===== src/rtl/mem_access_ctrl_pkg.sv =====
// rtl/mem_access_ctrl_pkg.sv - opcode encodings, FSM states, lane enables and op-class helpers
package mem_access_ctrl_pkg;

  localparam logic [5:0] OP_LB  = 6'h20;
  localparam logic [5:0] OP_LH  = 6'h21;
  localparam logic [5:0] OP_LW  = 6'h23;
  localparam logic [5:0] OP_LBU = 6'h24;
  localparam logic [5:0] OP_LHU = 6'h25;
  localparam logic [5:0] OP_SB  = 6'h28;
  localparam logic [5:0] OP_SH  = 6'h29;
  localparam logic [5:0] OP_SW  = 6'h2b;

  typedef enum logic [1:0] {
    ST_IDLE = 2'd0,
    ST_REQ  = 2'd1,
    ST_WAIT = 2'd2,
    ST_DONE = 2'd3
  } state_t;

  // Big-endian lanes: bit 3 is byte offset 0 (data bits 31:24).
  localparam logic [3:0] BE_NONE = 4'b0000;
  localparam logic [3:0] BE_B0   = 4'b1000;
  localparam logic [3:0] BE_B1   = 4'b0100;
  localparam logic [3:0] BE_B2   = 4'b0010;
  localparam logic [3:0] BE_B3   = 4'b0001;
  localparam logic [3:0] BE_H0   = 4'b1100;
  localparam logic [3:0] BE_H1   = 4'b0011;
  localparam logic [3:0] BE_W    = 4'b1111;

  function automatic logic is_load(input logic [5:0] op);
    return op inside {OP_LB, OP_LH, OP_LW, OP_LBU, OP_LHU};
  endfunction

  function automatic logic is_store(input logic [5:0] op);
    return op inside {OP_SB, OP_SH, OP_SW};
  endfunction

  function automatic logic is_aligned(input logic [5:0] op, input logic [1:0] off);
    case (op)
      OP_LH, OP_LHU, OP_SH: return ~off[0];
      OP_LW, OP_SW:         return (off == 2'b00);
      default:              return 1'b1;
    endcase
  endfunction

endpackage


===== src/rtl/mem_access_ctrl_store_lane_steer.sv =====
// rtl/mem_access_ctrl_store_lane_steer.sv - combinational big-endian store data/byte-enable steering
module store_lane_steer
  import mem_access_ctrl_pkg::*;
(
  input  logic [5:0]  i_opcode,
  input  logic [1:0]  i_offset,
  input  logic [31:0] i_wdata,
  output logic [31:0] o_din,
  output logic [3:0]  o_we
);

  always_comb begin
    o_din = i_wdata;
    o_we  = BE_NONE;
    case (i_opcode)
      OP_SB: begin
        o_din = {4{i_wdata[7:0]}};
        case (i_offset)
          2'd0:    o_we = BE_B0;
          2'd1:    o_we = BE_B1;
          2'd2:    o_we = BE_B2;
          default: o_we = BE_B3;
        endcase
      end
      OP_SH: begin
        o_din = {2{i_wdata[15:0]}};
        o_we  = i_offset[1] ? BE_H1 : BE_H0;
      end
      OP_SW:   o_we = BE_W;
      default: o_we = BE_NONE;
    endcase
  end

endmodule


===== src/rtl/mem_access_ctrl.sv =====
// rtl/mem_access_ctrl.sv - MEM-stage load/store sequencer onto a single-ported data cache
// Optional perf counters under MEM_ACCESS_CTRL_PERF_EN.
module mem_access_ctrl
  import mem_access_ctrl_pkg::*;
#(
  parameter int WAIT_LIMIT = 255,
  parameter int ADDR_W     = 32
) (
  input  logic              clk,
  input  logic              rst,
  input  logic              req_valid,
  input  logic [5:0]        req_opcode,
  input  logic [ADDR_W-1:0] req_addr,
  input  logic [31:0]       req_wdata,
  output logic              stall,
  output logic              dcache_req_valid,
  input  logic              dcache_req_ready,
  output logic [ADDR_W-1:0] dcache_addr,
  output logic [3:0]        dcache_we,
  output logic [31:0]       dcache_din,
  input  logic              dcache_resp_valid,
  input  logic [31:0]       dcache_dout,
  output logic              wb_valid,
  output logic [5:0]        wb_opcode,
  output logic [1:0]        wb_byte_offset,
  output logic [31:0]       wb_data_raw,
  output logic              misalign,
  output logic              bus_error
`ifdef MEM_ACCESS_CTRL_PERF_EN
  ,
  output logic [31:0]       perf_stall_cycles,
  output logic [31:0]       perf_accesses
`endif
);

  state_t            r_state;
  logic [5:0]        r_opcode;
  logic [ADDR_W-1:0] r_addr;
  logic [31:0]       r_din;
  logic [3:0]        r_we;
  logic [31:0]       r_data_raw;
  logic [7:0]        r_cnt;
  logic              r_req_valid;
  logic              r_wb_valid;
  logic              r_bus_error;

  logic [31:0] w_din;
  logic [3:0]  w_we;
  logic        w_mem_op;
  logic        w_aligned;
  logic        w_accept;

  store_lane_steer u_steer (
    .i_opcode (req_opcode),
    .i_offset (req_addr[1:0]),
    .i_wdata  (req_wdata),
    .o_din    (w_din),
    .o_we     (w_we)
  );

  assign w_mem_op  = is_load(req_opcode) | is_store(req_opcode);
  assign w_aligned = is_aligned(req_opcode, req_addr[1:0]);
  assign w_accept  = (r_state == ST_IDLE) && req_valid && w_mem_op && w_aligned;

  assign stall    = w_accept || (r_state == ST_REQ) || (r_state == ST_WAIT);
  assign misalign = (r_state == ST_IDLE) && req_valid && w_mem_op && !w_aligned;

  assign dcache_req_valid = r_req_valid;
  assign dcache_addr      = {r_addr[ADDR_W-1:2], 2'b00};
  assign dcache_we        = r_we;
  assign dcache_din       = r_din;
  assign wb_valid         = r_wb_valid;
  assign wb_opcode        = r_opcode;
  assign wb_byte_offset   = r_addr[1:0];
  assign wb_data_raw      = r_data_raw;
  assign bus_error        = r_bus_error;

  always_ff @(posedge clk) begin
    if (rst) begin
      r_state     <= ST_IDLE;
      r_opcode    <= '0;
      r_addr      <= '0;
      r_din       <= '0;
      r_we        <= '0;
      r_data_raw  <= '0;
      r_cnt       <= '0;
      r_req_valid <= 1'b0;
      r_wb_valid  <= 1'b0;
      r_bus_error <= 1'b0;
    end else begin
      r_wb_valid  <= 1'b0;
      r_bus_error <= 1'b0;
      case (r_state)
        ST_IDLE: begin
          if (w_accept) begin
            r_opcode    <= req_opcode;
            r_addr      <= req_addr;
            r_din       <= w_din;
            r_we        <= w_we;
            r_data_raw  <= '0;
            r_req_valid <= 1'b1;
            r_state     <= ST_REQ;
          end
        end
        ST_REQ: begin
          if (dcache_req_ready) begin
            r_req_valid <= 1'b0;
            r_cnt       <= '0;
            if (is_store(r_opcode)) begin
              r_wb_valid <= 1'b1;
              r_state    <= ST_DONE;
            end else begin
              r_state <= ST_WAIT;
            end
          end
        end
        ST_WAIT: begin
          r_cnt <= r_cnt + 8'd1;
          // A response in the final allowed cycle beats the timeout.
          if (dcache_resp_valid) begin
            r_data_raw <= dcache_dout;
            r_wb_valid <= 1'b1;
            r_state    <= ST_DONE;
          end else if (r_cnt == 8'(WAIT_LIMIT - 1)) begin
            r_data_raw  <= '0;
            r_bus_error <= 1'b1;
            r_wb_valid  <= 1'b1;
            r_state     <= ST_DONE;
          end
        end
        default: r_state <= ST_IDLE;
      endcase
    end
  end

`ifdef MEM_ACCESS_CTRL_PERF_EN
  logic [31:0] r_perf_stall;
  logic [31:0] r_perf_acc;

  always_ff @(posedge clk) begin
    if (rst) begin
      r_perf_stall <= '0;
      r_perf_acc   <= '0;
    end else begin
      if (stall)      r_perf_stall <= r_perf_stall + 32'd1;
      if (r_wb_valid) r_perf_acc   <= r_perf_acc + 32'd1;
    end
  end

  assign perf_stall_cycles = r_perf_stall;
  assign perf_accesses     = r_perf_acc;
`endif

endmodule


===== config.mk =====
export PLATFORM = sky130hd
export DESIGN_NAME = mem_access_ctrl
export DESIGN_NICKNAME = d
export VERILOG_FILES = /design/src/rtl/mem_access_ctrl_pkg.sv /design/src/rtl/mem_access_ctrl_store_lane_steer.sv /design/src/rtl/mem_access_ctrl.sv
export SDC_FILE = /design/constraint.sdc
export NUM_CORES = 1
export LEC_CHECK = 0
export BUFFER_PORTS_ARGS = -buffer_cell sky130_fd_sc_hd__buf_2
export CAP_MARGIN = 5
export CORE_ASPECT_RATIO = 0.8
export CORE_MARGIN = 1
export CORE_UTILIZATION = 50
export DETAILED_ROUTE_END_ITERATION = 6
export HOLD_SLACK_MARGIN = 0.05
export PLACE_DENSITY = 0.93
export SYNTH_ARGS = -nofsm -noshare
export SYNTH_HDL_FRONTEND = slang
export SYNTH_SLANG_ARGS = --single-unit
export TNS_END_PERCENT = 20

===== constraint.sdc =====
create_clock -name clk -period 5.5 [get_ports clk]
set_input_delay 0.825 -clock clk [delete_from_list [all_inputs] [get_ports clk]]
set_output_delay 0.825 -clock clk [all_outputs]
set_load 0.02 [all_outputs]

==> metrics.cfg, run 1 <==
[run_status]
status = completed

[layout]
ff_latch_area_sq_um = 2382
post-route-util_pct = 69.19
multi_input_area_sq_um = 2391
layout.filler_cells = 820
area_delta_synth_final_pct = 34.37
layout-drive-gt1-share_pct = 32.33
n_antenna_cell = 0
fin_nets = 896

[global_routing]
grtUsageMet3_pct = 8.879
grt_pass1_vias = 4257
grt_overflow_total = 0
global_route_wire_length_before_repair_microns = 20130
global_route.usage.met2_pct = 40.08
grt_antenna_before_repair = 0
global_route.peak_usage_layer = met2
maximum_number_of_pins_on_one_net_before_global_route_repair = 117
groute.layer.met1.usage_pct = 29.38
grt_usage_pct = 24.66

[run]
drv_cap = 0

[sta]
finalHoldViolCount = 0
slew_at_the_pin_closest_to_its_max_slew_limit_ns = 1.090
timing.fmax_mhz = 315.5
final_worst_path_cycle_share_pct = 57.64
report.final.setup_viol = 0
setup_repair_after_global_routing_missed_its_margin = false
fin_hold_ws_ns = 0.4453
setup_total_negative_slack_ns = 0
pins_over_slew_limit = 0
timing.clock.skew_ns = 0.007670
layout_setup_ws_ns = 2.330
relSlewSlack_pct = 27.32
layout_min_cycle_time_ns = 3.170

[logic_synthesis]
sequential_share_of_the_synthesized_area_pct = 47.95
synthArstFlopShare_pct = 0
synth_flop_cell = dfxtp_1
synthesis.yosys.warnings = 0
ys_ff_latch = 119
synthesis.instances = 585
synth.avg_cell_area_sq_um = 8.493
mappedNetlistArea_sq_um = 4969
synth_enable_flop_cells = 0
synth_cell_types = 38

[clock_network]
clock_sinks = 119
cts_buffer_depth = 2
cts_buffers = 17
clock_latency_ns = 0.40
cts_hold_buffers = 0
post_cts_resized = 0
post_cts.repair.setup_buffers = 0
clk_pin_slew_worst_paths_ns = 0.06
cts_htree_levels = 4
clock-root-buffer = clkbuf_16
tritoncts = done

[setup_path]
crit_arrival_ns = 2.34
worstPathRequired_ns = 4.68
critical_path_peak_fanout = 14
cp_cell_sequence = buf_2, nand3_1, nor3b_2, nor3_4, or3_1, buf_2
crit_path_max_cell_delay_ns = 0.44
cp_common_cell = buf_2
critPathKind = input port to output pin
setup.worst_path.end_class = output pin
worst_setup_path_start_kind = input port
cp_slowest_cell = nor3b_2

[floorplan]
fp.dieW_microns = 113.5
io-pin-count = 220
initial_core_util_pct = 51.49
die_area_sq_um = 10340
rows = 32
die_y_microns = 91.16
design.core.area_sq_um = 9649

[pwr]
portion_of_total_power_attributed_to_combinational_logic_pct = 15.9
net_switching_fraction_of_the_power_pct = 25.57
power.clock.fraction_pct = 46.2
p_int_mw = 1.773
power-per-cell-area_nw_per_um2 = 356.8
total_power_mw = 2.382
power.sequential.fraction_pct = 37.9
power.leakage_nw = 3.059
worst_ir_drop_vdd_v = 0.0002298
p_switching_uw = 609.0

[route]
vias_per_cell = 5.045
vias = 4697
routed_wirelength_microns = 12570
final_antenna_net_count = 0
drt_first_pass_iters = 4
wl_per_cell_microns = 13.50
detail_route.drc_violations = 0
violation_count_after_the_first_detailed_route_iteration = 181

[placed_design]
io_buffer_count = 217
gpl.final_weighted_congestion = 0.8254
post-dp-hpwl_microns = 8529
dp_worst_setup_slack_ns = 2.136

[hold_path]
holdCritPathClass = flip-flop to flip-flop

[per-layer routing]
| layer | up-vias | wire (microns) |
|---|---|---|
| met3 | 32 | 689 |
| met2 | 143 | 6062 |
| met1 | 2155 | 5500 |
| met5 | - | 0 |
| met4 | 0 | 319 |
| li1 | 2367 | - |
[power by group through the flow]
stage                     registers (mW)  clock network (mW)  logic, mW
after floorplan                    0.943                   0      0.246
after global placement             0.919                   0      0.378
after detailed placement           0.920                   0      0.381
after CTS                          0.902                1.12      0.383
after global routing               0.905                1.16      0.414
final                              0.902                1.10      0.379
[area by class of cell]
class,count,share of cell area (%)
multi-input combinational,417,35.81
tap,136,2.549
clock inverter,10,1.912
inverter,7,0.3936
sequential,119,35.68
timing repair buffer,221,16.75
clock buffer,21,6.897
[flip-flops by register name (all words and copies together) (netlist names)]
name,count
dcache_req_valid,1
wb_valid,1
dcache_din,32
r_cnt,8
r_state,2
r_addr,32
dcache_we,4
bus_error,1
wb_opcode,6
wb_data_raw,32
[stage by stage]
| step | std cells | instance area (sq um) |
|---|---|---|
| finish | 931 | 6676 |
| global route | 931 | 6676 |
| CTS | 931 | 6676 |
| detailed placement | 900 | 6088 |
| global placement | 900 | 6088 |
| floorplan | 586 | 4972 |
[cell families after synthesis]
| family | synth area share, % |
|---|---|
| simple gates | 22.06 |
| flops | 47.95 |
| compound gates | 13.50 |
| buf+inv | 4.306 |
| mux | 9.897 |
| fa+ha+maj | 1.511 |
| xor+xnor | 0.7050 |
| other cells | 0.07548 |
[synth_stat cells, types with 2 or more instances]
master | count | area share (%)
nand2_1 | 155 | 12
dfxtp_1 | 119 | 48
a21oi_1 | 71 | 7.2
mux2i_1 | 48 | 9.7
nand2b_1 | 36 | 4.5
clkbuf_1 | 25 | 1.9
nor2_1 | 25 | 1.9
o211ai_1 | 16 | 2.4
buf_2 | 15 | 1.5
o21ai_0 | 9 | 0.91
a211oi_1 | 8 | 1.2
or3_1 | 8 | 1.0
inv_1 | 7 | 0.53
ha_1 | 6 | 1.5
nand4_1 | 4 | 0.50
xor2_1 | 4 | 0.71
nor4bb_1 | 3 | 0.60
a211o_1 | 2 | 0.35
buf_4 | 2 | 0.30
nand3_1 | 2 | 0.20
nor2b_1 | 2 | 0.25
nor3b_1 | 2 | 0.30
[placed cells by master, fill, tap and decap left out, types with 2 or more instances in the layout]
cell / Yosys / layout
a211o_1: 2 / 2
clkinv_2: 0 / 6
nand3_1: 2 / 2
nor2b_1: 2 / 2
nand2_1: 155 / 154
or3_1: 8 / 7
nor2_1: 25 / 25
nand2b_1: 36 / 36
nor3b_2: 1 / 2
buf_4: 2 / 5
nand4_1: 4 / 4
ha_1: 6 / 6
a21oi_1: 71 / 71
buf_2: 15 / 216
dfxtp_1: 119 / 119
xor2_1: 4 / 4
nor4bb_1: 3 / 3
a211oi_1: 8 / 8
clkbuf_8: 0 / 2
bufinv_16: 0 / 3
o211ai_1: 16 / 16
conb_1: 1 / 2
mux2i_1: 48 / 48
clkbuf_1: 25 / 2
inv_1: 7 / 7
clkbuf_16: 0 / 17
o21ai_0: 9 / 9
[worst paths after layout]
| path | from | to | slack [ns] | depth (start not counted) |
|---|---|---|---|---|
| max | req_opcode[0] | stall | 2.33 | 6 |
| min | dcache_din[27] | dcache_din[27] | 0.45 | 2 |
| max reg2reg | r_state[1] | dcache_we[3] | 2.53 | 8 |
| min reg2reg | dcache_din[27] | dcache_din[27] | 0.45 | 2 |
[worst max-delay path: cells and delay by family]
family                 cells  cell delay, ns
and+or+nand+nor            4            1.00
buffers and inverters      2            0.51
Note: power is estimated with default switching activity, not from simulation.
==> run 2: changes to the inputs <==
CORE_UTILIZATION = 47   (was 50)
PLACE_DENSITY = 0.89   (was 0.93)
clock period = 3 ns   (was 5.5 ns; I/O delays follow)
==> metrics.cfg, run 2 (synthesis gave the netlist of run 1 again) <==
[run_status]
status = completed

[floorplan]
design.core.area_sq_um = 10280
io-pin-count = 220
die_area_sq_um = 10990
rows = 33
initial_core_util_pct = 48.33
fp.dieW_microns = 117.0
die_y_microns = 93.96

[layout]
most_frequent_standard_cell_in_the_layout_excluding_fill_and_tap_cells = buf_2
commonest_cells_after_routing_fill_and_taps_aside = 216 x buf_2, 154 x nand2_1, 119 x dfxtp_1, 71 x a21oi_1, 48 x mux2i_1
ff_latch_area_sq_um = 2382
n_antenna_cell = 0
layout.filler_cells = 846
layout-drive-gt1-share_pct = 32.96
postLayoutCellArea_sq_um = 6839
area_delta_synth_final_pct = 37.65
fin_nets = 902
multi_input_area_sq_um = 2391

[sta]
setup_total_negative_slack_ns = 0
finalHoldViolCount = 0
slew_at_the_pin_closest_to_its_max_slew_limit_ns = 0.5311
final_worst_path_cycle_share_pct = 86.37
setup_repair_after_global_routing_missed_its_margin = false
timing.clock.skew_ns = 0.008296
report.final.setup_viol = 0
layout_min_cycle_time_ns = 2.591
timing.fmax_mhz = 385.9
relSlewSlack_pct = 64.60
pins_over_slew_limit = 0

[clock_network]
cts_buffers = 17
post_cts_resized = 0
tritoncts = done
cts_buffer_depth = 2
cts_htree_levels = 4
post_cts.repair.setup_buffers = 0
clock_sinks = 119
cts_hold_buffers = 0
clk_pin_slew_worst_paths_ns = 0.05
clock-root-buffer = clkbuf_16
clock_latency_ns = 0.40

[global_routing]
grt_usage_pct = 23.76
global_route_wire_length_before_repair_microns = 20260
grt_pass1_vias = 4347
maximum_number_of_pins_on_one_net_before_global_route_repair = 80
grt_antenna_before_repair = 0
grt_overflow_total = 0

[setup_path]
regToRegSetupSlack_ns = 0.60
setup.worst_path.start = r_state[0]
crit_arrival_ns = 2.14
setup.worst_path.end_class = output pin
rr_worst_depth = 7
critical_path_peak_fanout = 4
r2r-end = dcache_we[2]
critical_path.endpoint = stall
worst_r2r_startpoint = r_state[0]
worstPathRequired_ns = 2.55
worst_setup_path_start_kind = flip-flop
critPathKind = flip-flop to output pin

[placed_design]
gpl.final_weighted_congestion = 0.8388
io_buffer_count = 217
placed_cell_area_sq_um = 6151
post-dp-hpwl_microns = 8980

[route]
vias = 4692
wl_per_cell_microns = 13.60
routed_wirelength_microns = 12800
drt_first_pass_iters = 4
violation_count_after_the_first_detailed_route_iteration = 280
vias_per_cell = 4.986
detail_route.drc_violations = 0
final_antenna_net_count = 0

[pwr]
worst_ir_drop_vdd_v = 0.0005348
power-per-cell-area_nw_per_um2 = 687.6
power.leakage_nw = 3.136
total_power_mw = 4.702

[hold_path]
holdCritPathClass = input port to flip-flop

[run]
drv_cap = 0

==> run 2: final cells by class <==
cell class	count	share of cell area (%)
Multi-Input combinational cell	417	34.96
Sequential cell	119	34.83
Timing Repair Buffer	227	17.20
Clock buffer	23	7.281
Clock inverter	8	2.781
Tap cell	140	2.561
Inverter	7	0.3842
==> run 2: worst max-delay path: stages (launching register included) <==
cell and delay [ns]:
dfxtp_1 0.32, inv_1 0.10, ha_1 0.27, nand4b_1 0.12
a221o_1 0.38, nor3_4 0.22, or3_1 0.16, buf_2 0.17
==> run 2: how the worst min path moves through the flow <==
stage	startpoint	endpoint	depth (start not counted)
global route	dcache_resp_valid	bus_error	2
global placement	dcache_din[11]	dcache_din[11]	2
finish	dcache_resp_valid	bus_error	2
floorplan	r_cnt[7]	r_cnt[7]	2
detailed placement	dcache_din[0]	dcache_din[0]	2
CTS	dcache_resp_valid	bus_error	2
==> run 2: through the flow <==
stage / instances / utilization, % / hold WS, ns / setup slack [ns]
after floorplan: 586 / - / 0.4584 / 0.7584
final: 941 / 66.52 / 0.2707 / 0.4088
after global placement: 910 / 59.83 / 0.4353 / 0.6743
after detailed placement: 910 / 59.83 / 0.4431 / 0.6090
after CTS: 941 / 66.52 / 0.2490 / 0.3809
after global routing: 941 / 66.52 / 0.2570 / 0.2262
==> run 2: power by group <==
part	switching, mW	internal [mW]	leakage, nW
combinational	0.414	0.290	1.84
clock	0.682	1.66	0.339
sequential	0.0262	1.63	0.961
==> run 2: metal layers <==
metal / vias up / share of wire (%) / GRT usage [%]
met5: - / 0 / 0
met4: 0 / 1.9 / 9.494
met3: 18 / 5.6 / 6.710
met1: 2158 / 43 / 28.74
met2: 136 / 49 / 39.64
li1: 2380 / - / -
